## src/rtl/riscv_pkg.sv

```systemverilog
// Shared RV32 constants and the fetch FSM state type. Imported by the fetch unit
// and the immediate generator.
package riscv_pkg;

  localparam int unsigned XLEN      = 32;
  localparam logic [31:0] NOP_INSTR = 32'h0000_0013;

  localparam logic [6:0] OP_IMM = 7'b0010011;
  localparam logic [6:0] LOAD   = 7'b0000011;
  localparam logic [6:0] STORE  = 7'b0100011;
  localparam logic [6:0] BRANCH = 7'b1100011;

  typedef enum logic [2:0] {
    IDLE,
    REQ,
    WAIT,
    FULL,
    DRAIN
  } fetch_state_e;

endpackage

```

## src/rtl/ifu_pc_reg.sv

```systemverilog
// Program counter: async reset to RESET_PC, +4 step, word-aligned redirect load.
module ifu_pc_reg #(
  parameter int unsigned     XLEN     = 32,
  parameter logic [XLEN-1:0] RESET_PC = '0
) (
  input  logic            clk,
  input  logic            rst,
  input  logic            inc,
  input  logic            load,
  input  logic [XLEN-1:0] load_pc,
  output logic [XLEN-1:0] pc
);

  logic [XLEN-1:0] pc_q;

  // Load wins over increment; low two bits are dropped so fetches stay aligned.
  always_ff @(posedge clk or posedge rst) begin
    if (rst) begin
      pc_q <= RESET_PC;
    end else if (load) begin
      pc_q <= load_pc & ~XLEN'(3);
    end else if (inc) begin
      pc_q <= pc_q + XLEN'(4);
    end
  end

  assign pc = pc_q;

endmodule

```

## src/rtl/instr_fetch_unit.sv

```systemverilog
// Single-outstanding instruction fetch stage with redirect squash.
// Optional performance counters are enabled by defining IFU_PERF_CNT_EN.
module instr_fetch_unit #(
  parameter int unsigned     XLEN      = riscv_pkg::XLEN,
  parameter logic [XLEN-1:0] RESET_PC  = '0,
  parameter logic [31:0]     NOP_INSTR = riscv_pkg::NOP_INSTR
) (
  input  logic            clk,
  input  logic            rst,
  output logic            imem_req_valid,
  input  logic            imem_req_ready,
  output logic [XLEN-1:0] imem_addr,
  input  logic            imem_rsp_valid,
  input  logic [31:0]     imem_rsp_data,
  input  logic            redirect_valid,
  input  logic [XLEN-1:0] redirect_pc,
  output logic [31:0]     instr,
  output logic [XLEN-1:0] instr_pc,
  output logic            instr_valid,
  input  logic            instr_ready
`ifdef IFU_PERF_CNT_EN
  ,
  output logic [31:0]     perf_fetch_cnt,
  output logic [31:0]     perf_squash_cnt
`endif
);

  import riscv_pkg::*;

  fetch_state_e    state_q, state_d;
  logic [XLEN-1:0] pc;
  logic            pc_inc, pc_load;
  logic [XLEN-1:0] fetch_addr_q, fetch_addr_d;
  logic [31:0]     instr_q, instr_d;
  logic [XLEN-1:0] instr_pc_q, instr_pc_d;
  logic            valid_q, valid_d;
  logic            req_valid_q;

  ifu_pc_reg #(
    .XLEN     (XLEN),
    .RESET_PC (RESET_PC)
  ) u_pc_reg (
    .clk     (clk),
    .rst     (rst),
    .inc     (pc_inc),
    .load    (pc_load),
    .load_pc (redirect_pc),
    .pc      (pc)
  );

  always_comb begin
    state_d      = state_q;
    pc_inc       = 1'b0;
    pc_load      = 1'b0;
    fetch_addr_d = fetch_addr_q;
    instr_d      = instr_q;
    instr_pc_d   = instr_pc_q;
    valid_d      = valid_q;

    unique case (state_q)
      IDLE: state_d = REQ;
      REQ: begin
        if (imem_req_ready) begin
          fetch_addr_d = pc;
          state_d      = WAIT;
        end
      end
      WAIT: begin
        if (imem_rsp_valid) begin
          instr_d    = imem_rsp_data;
          instr_pc_d = fetch_addr_q;
          valid_d    = 1'b1;
          pc_inc     = 1'b1;
          state_d    = FULL;
        end
      end
      FULL: begin
        if (instr_ready) begin
          valid_d = 1'b0;
          instr_d = NOP_INSTR;
          state_d = REQ;
        end
      end
      DRAIN: begin
        if (imem_rsp_valid) state_d = REQ;
      end
      default: state_d = IDLE;
    endcase

    // Redirect overrides everything; DRAIN only while a request is still in flight.
    if (redirect_valid) begin
      pc_load    = 1'b1;
      pc_inc     = 1'b0;
      valid_d    = 1'b0;
      instr_d    = NOP_INSTR;
      instr_pc_d = instr_pc_q;
      unique case (state_q)
        REQ:     state_d = imem_req_ready ? DRAIN : REQ;
        WAIT:    state_d = imem_rsp_valid ? REQ : DRAIN;
        DRAIN:   state_d = imem_rsp_valid ? REQ : DRAIN;
        default: state_d = REQ;
      endcase
    end
  end

  always_ff @(posedge clk or posedge rst) begin
    if (rst) begin
      state_q      <= IDLE;
      fetch_addr_q <= RESET_PC;
      instr_q      <= NOP_INSTR;
      instr_pc_q   <= RESET_PC;
      valid_q      <= 1'b0;
      req_valid_q  <= 1'b0;
    end else begin
      state_q      <= state_d;
      fetch_addr_q <= fetch_addr_d;
      instr_q      <= instr_d;
      instr_pc_q   <= instr_pc_d;
      valid_q      <= valid_d;
      req_valid_q  <= (state_d == REQ);
    end
  end

  assign imem_req_valid = req_valid_q;
  assign imem_addr      = pc;
  assign instr          = instr_q;
  assign instr_pc       = instr_pc_q;
  assign instr_valid    = valid_q;

`ifdef IFU_PERF_CNT_EN
  logic [31:0] fetch_cnt_q, squash_cnt_q;
  logic        squash;

  assign squash = redirect_valid &&
                  ((state_q == FULL) || ((state_q != DRAIN) && (state_d == DRAIN)));

  always_ff @(posedge clk or posedge rst) begin
    if (rst) begin
      fetch_cnt_q  <= '0;
      squash_cnt_q <= '0;
    end else begin
      if (valid_q && instr_ready && !redirect_valid) fetch_cnt_q <= fetch_cnt_q + 32'd1;
      if (squash) squash_cnt_q <= squash_cnt_q + 32'd1;
    end
  end

  assign perf_fetch_cnt  = fetch_cnt_q;
  assign perf_squash_cnt = squash_cnt_q;
`endif

endmodule

```

## config.mk

```make
export PLATFORM = sky130hd
export DESIGN_NAME = instr_fetch_unit
export DESIGN_NICKNAME = d
export VERILOG_FILES = /design/src/rtl/riscv_pkg.sv /design/src/rtl/ifu_pc_reg.sv /design/src/rtl/instr_fetch_unit.sv
export SDC_FILE = /design/constraint.sdc
export NUM_CORES = 1
export LEC_CHECK = 0
export ABC_AREA = 0
export BUFFER_PORTS_ARGS = -buffer_cell sky130_fd_sc_hd__buf_2
export CAP_MARGIN = 20
export CELL_PAD_IN_SITES_DETAIL_PLACEMENT = 1
export CELL_PAD_IN_SITES_GLOBAL_PLACEMENT = 2
export CORE_UTILIZATION = 28
export CTS_CLUSTER_SIZE = 14
export DETAILED_ROUTE_END_ITERATION = 12
export PLACE_DENSITY_LB_ADDON = 0.1
export SLEW_MARGIN = 20
export SYNTH_ARGS = -nofsm -noshare
export SYNTH_HDL_FRONTEND = slang
export SYNTH_SLANG_ARGS = --single-unit
export TNS_END_PERCENT = 100
```

## constraint.sdc

```tcl
create_clock -name clk -period 4.6 [get_ports clk]
set_clock_uncertainty 0.15 [all_clocks]
set_input_delay 1.15 -clock clk [delete_from_list [all_inputs] [get_ports clk]]
set_output_delay 1.15 -clock clk [all_outputs]
set_load 0.02 [all_outputs]
```

==> Word level (Yosys, flattened, before mapping) <==
Index checks and enable logic that the tools add are counted.
Widths: inputs -> output; s select.
{ "word_totals": {"regBits": 133, "in_bits": 70, "word_cells": 46} }
{ "classes": {"add_sub_neg": 1, "eq_ne": 7, "mux": 23, "bitwise": 1, "n_reduce_logical": 7} }
{ "op_table": {"columns": ["operator", "count"], "rows": [
  ["$mux 32", 5],
  ["$pmux 32 s2", 1],
  ["$add 32x3->32 const B", 1],
  ["$mux 3", 7],
  ["$pmux 3 s5", 1],
  ["$mux 1", 7],
  ["$eq 3x1->1 const B", 2],
  ["$eq 3x2->1 const B", 2],
  ["$ne 3x3->1 const B", 2],
  ["$pmux 3 s2", 1],
  ["$reduce_and 3->1", 2],
  ["$eq 3x3->1 const B", 1],
  ["$logic_not 3->1", 1],
  ["$reduce_bool 3->1", 1],
  ["$pmux 1 s2", 1],
  ["$reduce_and 2->1", 1],
  ["$reduce_bool 2->1", 1],
  ["$reduce_or 2->1", 1],
  ["$not 1->1", 1]
]} }

==> Logic depth before layout (Yosys ltp) <==
Gate-level depths: netlist (run 1).
{ "logic_depth": {"word_depth": 5, "depth_mapped": 6, "depth_no_buf": 4} }

==> Hierarchy <==
Synthesis (run 1) repeated with hierarchy kept, for this count alone.
{ "unflattened": {"hier_cells": 435, "area_unflattened_um2": 5621.6} }
{ "modules_own_cells": {"columns": ["module", "instances", "cells_per_inst", "area_per_inst_um2", "seq_area_each_um2"], "rows": [
  ["instr_fetch_unit", 1, 238, 3833.7, 2531.2],
  ["ifu_pc_reg", 1, 197, 1788.0, 750.7]
]} }

==> Worst setup path before layout (run 1) <==
Ideal clock, no wire load.
{ "synth_path": {"path_kind": "in2reg", "from": "input imem_rsp_valid", "to": "register u_pc_reg.pc_q[17] (netlist: u_pc_reg.pc[17])", "t_arrival_ps": 2539, "t_required_ps": 4368, "setup_slack_ps": 1829, "cell_stages": 5, "path_buffers": 1, "path_cell_list": "nand4bb_1 or4_4 buf_6 or4_1 a31oi_1"} }
{ "synth_via": {"elab_chain_cells": 4} }
{ "synth_rtl": {"columns": ["element", "line_no", "rtl"], "rows": [
  ["start, declared", "instr_fetch_unit.sv:13", "input logic imem_rsp_valid,"],
  ["$mux 1", "instr_fetch_unit.sv:69", "if (imem_rsp_valid) begin"],
  ["$mux 1", "instr_fetch_unit.sv:60", "unique case (state_q)"],
  ["$mux 1", "instr_fetch_unit.sv:91", "if (redirect_valid) begin"],
  ["$reduce_bool 2->1 (no line)", null, null],
  ["end signal, assigned", "ifu_pc_reg.sv:21", "pc_q <= load_pc & ~XLEN'(3);"],
  ["end signal, assigned", "ifu_pc_reg.sv:23", "pc_q <= pc_q + XLEN'(4);"],
  ["end, declared", "ifu_pc_reg.sv:14", "logic [XLEN-1:0] pc_q;"]
]} }
Every way passes these cells.
A chain may end at the register's enable or synchronous reset.

==> Final worst setup path (run 1) <==
{ "layout_path": {"from": "input imem_rsp_valid", "to": "register u_pc_reg.pc_q[29] (netlist: u_pc_reg.pc[29])"} }
The elaborated chain is that of the path after synthesis.

==> results.toml, run 1 <==
[critical_path]
end_kind = "flip-flop"
critPathTopFamily = "simple AND/OR/NAND/NOR gates"
cp.arrival_ns = 3.03
critical_path.max_fanout = 10
cpPeakStageDelay_ns = 0.63
crit_path_top_delay_cell = "or4_1"
crit_required_ns = 4.79
cp-start-kind = "input port"
crit_chain = "buf_2, and4bb_1, nand4_1, or4_1, a31oi_1"
crit_type = "in -> reg"
rrSetupSlack_ns = 2.07
path_buf_inv = 1

[pwr]
ir_drop_mv = 0.2662
power_density_nw_per_um2 = 546.8
leakage_nw = 3.485

[sta]
slew_violations = 0
worst_pin_slew_ns = 0.9814
setup_viol = 0
timing.final.crit_share_pct = 61.92
rsz0062_at_grt = "no"
timing.hold.ws_ns = 0.3159
slew_headroom_pct = 34.42
fmax_mhz = 351.1
finalCriticalPeriod_ns = 2.848
tns_ns = 0
hold_violations = 0

[drt]
routed_via_density = 4.779
wl_per_cell_um = 17.56
ant_nets = 0
vias = 4478
wl_um = 16450
firstDrtPassIters = 4
drc = 0
drt_iter0_drc = 177

[logic_synthesis]
synth_seq_cells = 127
yosysWarnings = 0
syn_inst = 504
syn_area_um2 = 5441
ys_seq_area_share_pct = 58.47
postSynthAreaPerCell_um2 = 10.80
synth-async-reset-ratio_pct = 100.0
yosysTopAreaCell = "dfrtp_1"
yosysUniqueCellTypes = 49
synth_edf_count = 0
synth_ff_type = "dfrtp_1"
synth.top_cell.area_share_pct = 57.02
ys_top_cells_by_area = "dfrtp_1 (57%), nand2_1 (8.3%), mux2_2 (6.2%)"

[clocking]
clock_path_buffers = 2
clockRootBuffer = "clkbuf_16"
post-cts-setup-buffers = 0
htree_levels = 4
numCtsBuffers = 17
holdBufCountCts = 0
clk_latency_ns = 0.41
cts_tree = "built"
clock-sinks = 127
ctsResizeCount = 0
clk_pin_slew_ns = 0.06

[floorplanning]
dieHeight_um = 141.4
die_area_um2 = 20000
die_width_um = 141.4
num_io_pins = 168
start_util_pct = 28.80
core_um2 = 18890
core.rowCount = 50

[job]
drv_cap = 0

[grt]
grt_pass1_vias = 4811
met1_usage_pct = 22.29
grt_pass1_wl_um = 27010
grt_antenna_before_repair = 0
top_usage_layer = "met2"
grtUsageMet3_pct = 4.759
grt_use_met2_pct = 29.31
grt_use_total_pct = 17.67
grt_overflow = 0
grt_max_degree = 58

[cells_and_area]
nNetsFinal = 735
final_common_cell = "buf_2"
drive_above_1_share_pct = 35.30
ff_latch_area_um2 = 3182
synthToLayoutAreaGrowth_pct = 32.33
multiInputGateArea_um2 = 2130
antenna_cells = 0
layout_common_cells = "buf_2 (161), dfrtp_1 (124), nand2_1 (120), mux2_2 (30), a22o_1 (29)"
fillCellCount = 2181

[place]
numPortBuffers = 161
gp_congestion = 0.7336
hpwl_um = 11350

[outcome]
status = "complete, no violations"

[min_path]
hold_class = "reg -> reg"
-- registers in the layout, summed over array words and instances (netlist names) --
name            cells
fetch_addr_q       30
imem_req_valid      1
instr              32
instr_pc           30
instr_valid         1
state_q             3
u_pc_reg.pc        30
-- path summary, 6_finish.rpt --
| kind | start | to | cells after the start |
|---|---|---|---|
| max reg2reg | state_q[2] | u_pc_reg.pc[29] | 4 |
| max | imem_rsp_valid | u_pc_reg.pc[29] | 5 |
| max in group asynchronous | rst | imem_req_valid | 4 |
| min reg2reg | instr_pc[18] | instr_pc[18] | 2 |
| min | instr_pc[18] | instr_pc[18] | 2 |
| min in group asynchronous | rst | instr[8] | 2 |
-- kinds of logic (layout without fill, tap and decap cells) --
logic type      Yosys count  after routing  share of synthesized area [%]
compound gates           88             88                          11.84
xor+xnor                  8              8                          1.288
fa+ha+maj                 1              1                         0.2299
buf+inv                  36            206                          2.920
flops                   127            127                          58.47
mux                      32             32                          6.576
other cells               1              4                        0.06892
simple gates            211            211                          18.60
-- Yosys cell counts, types with 2 or more instances --
library cell and count:
mux2i_1 2, a22oi_1 3, o31ai_1 8, o21ai_0 11, clkbuf_1 22, nor2_1 20
o32a_1 3, and4_1 6, xnor2_1 2, inv_1 4, dfstp_2 3, or4b_1 3
nand2_1 120, xor2_1 6, nand3_1 16, nand2b_1 3, nand4_1 8, nor2b_1 4
a22o_1 29, a31oi_1 13, buf_1 4, mux2_2 30, a21oi_1 5, o211ai_1 5
or3_1 6, dfrtp_1 124, or4_1 11, and3_1 4, o41ai_1 3, o21ai_1 4
buf_4 4
-- area by class of cell --
class                           instances  share of cell area, %
Clock buffer                           20                  6.342
Clock inverter                         12                  2.537
Inverter                                4                 0.2606
Multi-Input combinational cell        344                  29.57
Sequential cell                       127                  44.19
Tap cell                              260                  4.518
Timing Repair Buffer                  170                  12.58
-- stage by stage --
step | utilization (%) | setup WS [ns] | instance area, um^2 | instances | power, mW
2_1_floorplan | - | 1.735 | 5456 | 507 | 2.175
3_3_place_gp | 34.54 | 1.374 | 6526 | 903 | 2.484
3_5_place_dp | 34.62 | 1.320 | 6541 | 904 | 2.519
4_1_cts | 38.01 | 1.766 | 7181 | 936 | 4.008
5_1_grt | 38.11 | 1.662 | 7201 | 937 | 4.171
6_report | 38.11 | 1.752 | 7201 | 937 | 3.937
-- worst min-delay path, stage by stage, from the launching register on --
cell     delay [ns]
dfrtp_1        0.33
nand2_1        0.05
nand2_1        0.05
-- power by group --
part	total, mW	leakage, nW	internal [mW]	switching [mW]
clock network	1.46	0.315	0.940	0.516
registers	1.60	1.59	1.41	0.192
logic	0.881	1.58	0.369	0.512
total	3.94	3.48	2.72	1.22
-- per-layer routing --
layer,part of all wire [%],vias up
li1,-,2113
met1,44,2248
met2,49,97
met3,4.7,20
met4,1.4,0
met5,0,-
No activity file was read; power rests on OpenSTA's default activity.
==> run 2: changes to the inputs <==
--- a/config.mk
+++ b/config.mk
@@ -5,12 +5,12 @@
 export SDC_FILE = /design/constraint.sdc
 export NUM_CORES = 1
 export LEC_CHECK = 0
-export ABC_AREA = 0
+export ABC_AREA = 1
 export BUFFER_PORTS_ARGS = -buffer_cell sky130_fd_sc_hd__buf_2
 export CAP_MARGIN = 20
 export CELL_PAD_IN_SITES_DETAIL_PLACEMENT = 1
 export CELL_PAD_IN_SITES_GLOBAL_PLACEMENT = 2
-export CORE_UTILIZATION = 28
+export CORE_UTILIZATION = 29
 export CTS_CLUSTER_SIZE = 14
 export DETAILED_ROUTE_END_ITERATION = 12
 export PLACE_DENSITY_LB_ADDON = 0.1
==> constraint.sdc (replaced) <==
create_clock -name clk -period 3 [get_ports clk]
set_clock_uncertainty 0.15 [all_clocks]
set_input_delay 0.75 -clock clk [delete_from_list [all_inputs] [get_ports clk]]
set_output_delay 0.75 -clock clk [all_outputs]
set_load 0.02 [all_outputs]
==> run 2 against run 1 <==
- non-clock buffer count unchanged
- first-iteration DRC count increased by 30%
- flip-flop and latch count unchanged
- critical endpoint is now u_pc_reg.pc[14]
- largest power group unchanged
==> results.toml, run 2 <==
[clocking]
cts_tree = "built"
clock_path_buffers = 2
clk_pin_slew_ns = 0.06
clock-sinks = 127
holdBufCountCts = 0
numCtsBuffers = 17
ctsResizeCount = 0
htree_levels = 4
post-cts-setup-buffers = 0
clk_latency_ns = 0.42
clockRootBuffer = "clkbuf_16"

[cells_and_area]
layout_common_cells = "nand2_1 (338), buf_2 (161), dfrtp_1 (124), nor2_1 (77), inv_1 (44)"
nNetsFinal = 994
final_common_cell = "nand2_1"
ff_latch_area_um2 = 3182
antenna_cells = 0
largest_register_ff_count = 32
fillCellCount = 2453
drive_above_1_share_pct = 23.72
fin_util_pct = 38.37
multiInputGateArea_um2 = 2392
synthToLayoutAreaGrowth_pct = 27.71

[logic_synthesis]
postSynthAreaPerCell_um2 = 7.753
yosysWarnings = 0
yosysTopAreaCell = "dfrtp_1"
synth-async-reset-ratio_pct = 100.0
synth_ff_type = "dfrtp_1"
synth_edf_count = 0
syn_area_um2 = 5923
yosysUniqueCellTypes = 34
yosysMostFrequentCell = "nand2_1"
syn_inst = 764
synth_seq_cells = 127
ys_top_cells_by_area = "dfrtp_1 (52%), nand2_1 (21%), nor2_1 (4.9%)"
ys_seq_area_share_pct = 53.72
yosys-top-cells-count = "nand2_1 (338), dfrtp_1 (124), nor2_1 (77)"
synth.top_cell.area_share_pct = 52.39

[job]
drv_cap = 0

[sta]
timing.final.crit_share_pct = 70.13
fmax_mhz = 475.3
finalCriticalPeriod_ns = 2.104
setup_viol = 0
slew_violations = 0
hold_violations = 0
slew_headroom_pct = 49.28
worst_pin_slew_ns = 0.7609
tns_ns = 0
rsz0062_at_grt = "no"

[drt]
drc = 0
firstDrtPassIters = 4
vias = 5450
ant_nets = 0
wl_per_cell_um = 15.32
routed_via_density = 4.538
drt_iter0_drc = 230
wl_um = 18410

[critical_path]
r2r_cells = 10
cp.arrival_ns = 2.28
critical_path.max_fanout = 21
reg2reg_to = "u_pc_reg.pc[14]"
crit_type = "reg -> reg"
crit_path_top_delay_cell = "dfrtp_1"
crit_chain = "inv_2, nand2_2, nor2_4, nand2_2, nand2_2, inv_1, buf_4, nor2_1, nand2_1, o21ai_0"
cpPeakStageDelay_ns = 0.42
crit_required_ns = 3.18
crit_top_cell = "nand2_2"
cp-start-kind = "flip-flop"
critPathTopFamily = "simple AND/OR/NAND/NOR gates"
end_kind = "flip-flop"
rrSetupSlack_ns = 0.90
reg2reg_from = "state_q[2]"
crit_cells = 10
path_buf_inv = 3

[floorplanning]
start_util_pct = 30.04
num_io_pins = 168
die_area_um2 = 21000
die_width_um = 144.9
core.rowCount = 51
core_um2 = 19720
dieHeight_um = 144.9

[grt]
grt_pass1_vias = 5725
grt_use_total_pct = 18.32
grt_pass1_wl_um = 30430
grt_overflow = 0
grt_max_degree = 128
grt_antenna_before_repair = 0

[outcome]
status = "complete, no violations"

[pwr]
ir_drop_mv = 0.3808
leakage_nw = 4.074
power_density_nw_per_um2 = 779.3

[min_path]
hold_path_end = "instr_pc[15]"
hold_depth = 2
hold_class = "reg -> reg"
holdCritStartpoint = "instr_pc[15]"

[place]
numPortBuffers = 161
hpwl_um = 13340
gp_congestion = 0.8604
## run 2: worst reg2reg max path, stage by stage, from the launching register on
cell and delay, ns:
dfrtp_1 0.42, inv_2 0.12, nand2_2 0.08, nor2_4 0.11
nand2_2 0.15, nand2_2 0.30, inv_1 0.11, buf_4 0.23
nor2_1 0.20, nand2_1 0.08, o21ai_0 0.07
## run 2: area by class of cell
cell class	instances	area share [%]
tap	265	4.383
clock buffer	19	5.855
timing repair buffer	170	11.71
sequential	127	42.06
inverter	49	2.481
multi-input combinational	558	31.62
clock inverter	13	1.886
## run 2: power breakdown
part / internal (mW) / total (mW) / switching, mW / leakage [nW]
combinational: 0.460 / 1.43 / 0.974 / 2.18
clock: 1.24 / 2.03 / 0.786 / 0.271
sequential: 2.13 / 2.43 / 0.295 / 1.62
total: 3.84 / 5.90 / 2.06 / 4.07
## run 2: cell families after synthesis
kind of cell	after synthesis	synth area share, %
simple gates	472	31.85
flops	127	53.72
buf+inv	82	6.084
compound gates	76	7.203
mux	3	0.5703
xor+xnor	2	0.2958
fa+ha+maj	1	0.2112
other cells	1	0.06331
## run 2: routing by layer
metal | wire (um) | global-route usage [%]
met4 | 244 | 5.426
met5 | 0 | 0
met2 | 7975 | 27.98
met1 | 9232 | 25.89
met3 | 953 | 3.868
## run 2: worst max-delay path by stage
stage                       end  slack (ns)            from
4_1_cts         u_pc_reg.pc[18]        0.86  u_pc_reg.pc[3]
5_1_grt         u_pc_reg.pc[13]        0.70      state_q[2]
2_1_floorplan  fetch_addr_q[10]        0.54             rst
3_5_place_dp     u_pc_reg.pc[9]        0.65  redirect_valid
3_3_place_gp     u_pc_reg.pc[9]        0.71  redirect_valid
6_report        u_pc_reg.pc[14]        0.90      state_q[2]
## run 2: stage by stage
stage / setup slack, ns / instance area, um^2 / instances / total power, mW / hold WS, ns
6_report: 0.8960 / 7565 / 1201 / 5.896 / 0.3119
3_3_place_gp: 0.7145 / 6979 / 1169 / 3.862 / 0.2978
3_5_place_dp: 0.6508 / 6979 / 1169 / 3.919 / 0.3040
4_1_cts: 0.8585 / 7565 / 1201 / 5.995 / 0.3184
5_1_grt: 0.6989 / 7565 / 1201 / 6.269 / 0.3463
2_1_floorplan: 0.5352 / 5938 / 767 / 3.345 / 0.2936
==> run 3: changes to the inputs <==
==> constraint.sdc (replaced) <==
create_clock -name clk -period 2.1 [get_ports clk]
set_clock_uncertainty 0.15 [all_clocks]
set_input_delay 0.525 -clock clk [delete_from_list [all_inputs] [get_ports clk]]
set_output_delay 0.525 -clock clk [all_outputs]
set_load 0.02 [all_outputs]
==> run 3 against run 2 <==
- design area increased by 2.1%
- fmax increased by 8.0%
- total power increased by 47%
- critical path depth decreased by 2
- clock-buffer cell count decreased by 1
- flip-flop and latch count unchanged
- first-iteration DRC count decreased by 27%
- clock power increased by 51%
- critical path type unchanged
- largest power group unchanged
==> results.toml, run 3 (synthesized netlist as in run 2, its figures left out) <==
[outcome]
status = "complete, no violations"

[cells_and_area]
layout_common_cells = "nand2_1 (338), buf_2 (161), dfrtp_1 (124), nor2_1 (77), inv_1 (44)"
ff_latch_area_um2 = 3182
synthToLayoutAreaGrowth_pct = 30.42
multiInputGateArea_um2 = 2392
fillCellCount = 2485
fin_cells = 1211
final_common_cell = "nand2_1"
largest_register_ff_count = 32
drive_above_1_share_pct = 24.42
nNetsFinal = 1004
antenna_cells = 0

[pwr]
leakage_nw = 4.166
ir_drop_mv = 0.5586
power_density_nw_per_um2 = 1119

[critical_path]
crit_required_ns = 2.26
cp-start-kind = "flip-flop"
crit_end = "u_pc_reg.pc[18]"
cp.arrival_ns = 2.10
rrSetupSlack_ns = 0.15
end_kind = "flip-flop"
reg2reg_from = "u_pc_reg.pc[2]"
critPathLaunch = "u_pc_reg.pc[2]"
critical_path.max_fanout = 6
r2r_cells = 8
reg2reg_to = "u_pc_reg.pc[18]"
crit_type = "reg -> reg"

[sta]
rsz0062_at_grt = "no"
slew_violations = 0
timing.hold.ws_ns = 0.1574
setup_viol = 0
fmax_mhz = 513.1
hold_violations = 0
finalCriticalPeriod_ns = 1.949
timing.final.crit_share_pct = 92.81

[place]
numPortBuffers = 161
hpwl_um = 13960
gp_congestion = 0.8765
place_inst = 1176

[floorplanning]
core_um2 = 19720
die_area_um2 = 21000
num_io_pins = 168
start_util_pct = 30.04
core.rowCount = 51
dieHeight_um = 144.9
die_width_um = 144.9

[clocking]
clock_path_buffers = 2
numCtsBuffers = 17
clk_pin_slew_ns = 0.06
cts_tree = "built"
clockRootBuffer = "clkbuf_16"
htree_levels = 4
clock-sinks = 127
clk_latency_ns = 0.42

[drt]
wl_um = 18640
drc = 0
wl_per_cell_um = 15.39
drt_iter0_drc = 168
ant_nets = 0
firstDrtPassIters = 4
routed_via_density = 4.508
vias = 5459

[grt]
grt_antenna_before_repair = 0
grt_max_degree = 61
grt_pass1_wl_um = 30850
grt_pass1_vias = 5762
grt_overflow = 0
grt_use_total_pct = 18.57

[min_path]
hold_class = "in -> reg"

[job]
drv_cap = 0
==> run 3: cell types whose count changed in the layout (fill, tap and decap cells not counted), moves of 2 or more <==
cell	change
inv_6	+6
buf_12	+4
clkinv_4	-2
buf_4	+4
inv_2	-2
inv_4	+2
clkinvlp_4	-3
==> run 3: where the power goes <==
group | switching, mW | leakage (nW) | total [mW] | internal [mW]
sequential | 0.410 | 1.62 | 3.46 | 3.05
clock | 1.18 | 0.293 | 3.07 | 1.89
combinational | 1.41 | 2.25 | 2.11 | 0.706
==> run 3: per-layer routing <==
layer / wire, um / global-route usage (%) / vias to the layer above / part of all wire, %
met5: 0 / 0 / - / 0
met4: 227 / 5.479 / 0 / 1.2
met3: 887 / 3.742 / 16 / 4.8
met2: 8167 / 29.09 / 155 / 44
met1: 9356 / 25.74 / 2558 / 50
li1: - / - / 2730 / -
==> run 3: through the flow <==
step | power (mW) | util [%] | setup WS [ns] | cell area, um^2 | setup TNS, ns
after global placement | 5.574 | 35.92 | 0.1164 | 7082 | 0
after floorplan | 4.778 | - | -0.1398 | 5938 | -17.34
final | 8.647 | 39.18 | 0.1509 | 7725 | 0
after detailed placement | 5.649 | 35.92 | 0.05934 | 7082 | 0
after CTS | 8.766 | 39.06 | 0.06743 | 7701 | 0
after global routing | 9.176 | 39.18 | 0.01381 | 7725 | 0
==> run 3: critical path, stage by stage (launching register included) <==
cell	delay [ns]
dfrtp_1	0.40
ha_1	0.25
nand2_1	0.13
nor2_4	0.21
nand2_2	0.14
nor2_4	0.20
nand3_1	0.09
a21oi_1	0.22
nor2_1	0.06
==> run 3: worst min path at each step <==
| stage | from | end | cells after the start |
|---|---|---|---|
| 6_report | imem_rsp_data[7] | instr[7] | 3 |
| 3_5_place_dp | instr_pc[20] | instr_pc[20] | 2 |
| 2_1_floorplan | fetch_addr_q[3] | instr_pc[3] | 2 |
| 5_1_grt | imem_rsp_data[23] | instr[23] | 3 |
| 4_1_cts | imem_rsp_data[7] | instr[7] | 3 |
| 3_3_place_gp | instr[3] | instr[3] | 2 |
==> run 3: final cells by class <==
| type | count | share of cell area (%) |
|---|---|---|
| well taps | 265 | 4.292 |
| clock buffers | 18 | 5.556 |
| repair buffers | 180 | 13.17 |
| inverters | 49 | 2.494 |
| clock inverters | 14 | 2.332 |
| multi-input cells | 558 | 30.97 |
| flip-flops and latches | 127 | 41.19 |
==> run 3: timing repair <==
| item | 4_1_cts | 5_1_grt |
|---|---|---|
| setup buffers | 0 | 2 |
| gates resized for setup | 0 | 5 |
| hold buffers | 1 | 0 |
| hold endpoints to repair | 4 | 0 |
| setup endpoints to repair | 0 | 8 |
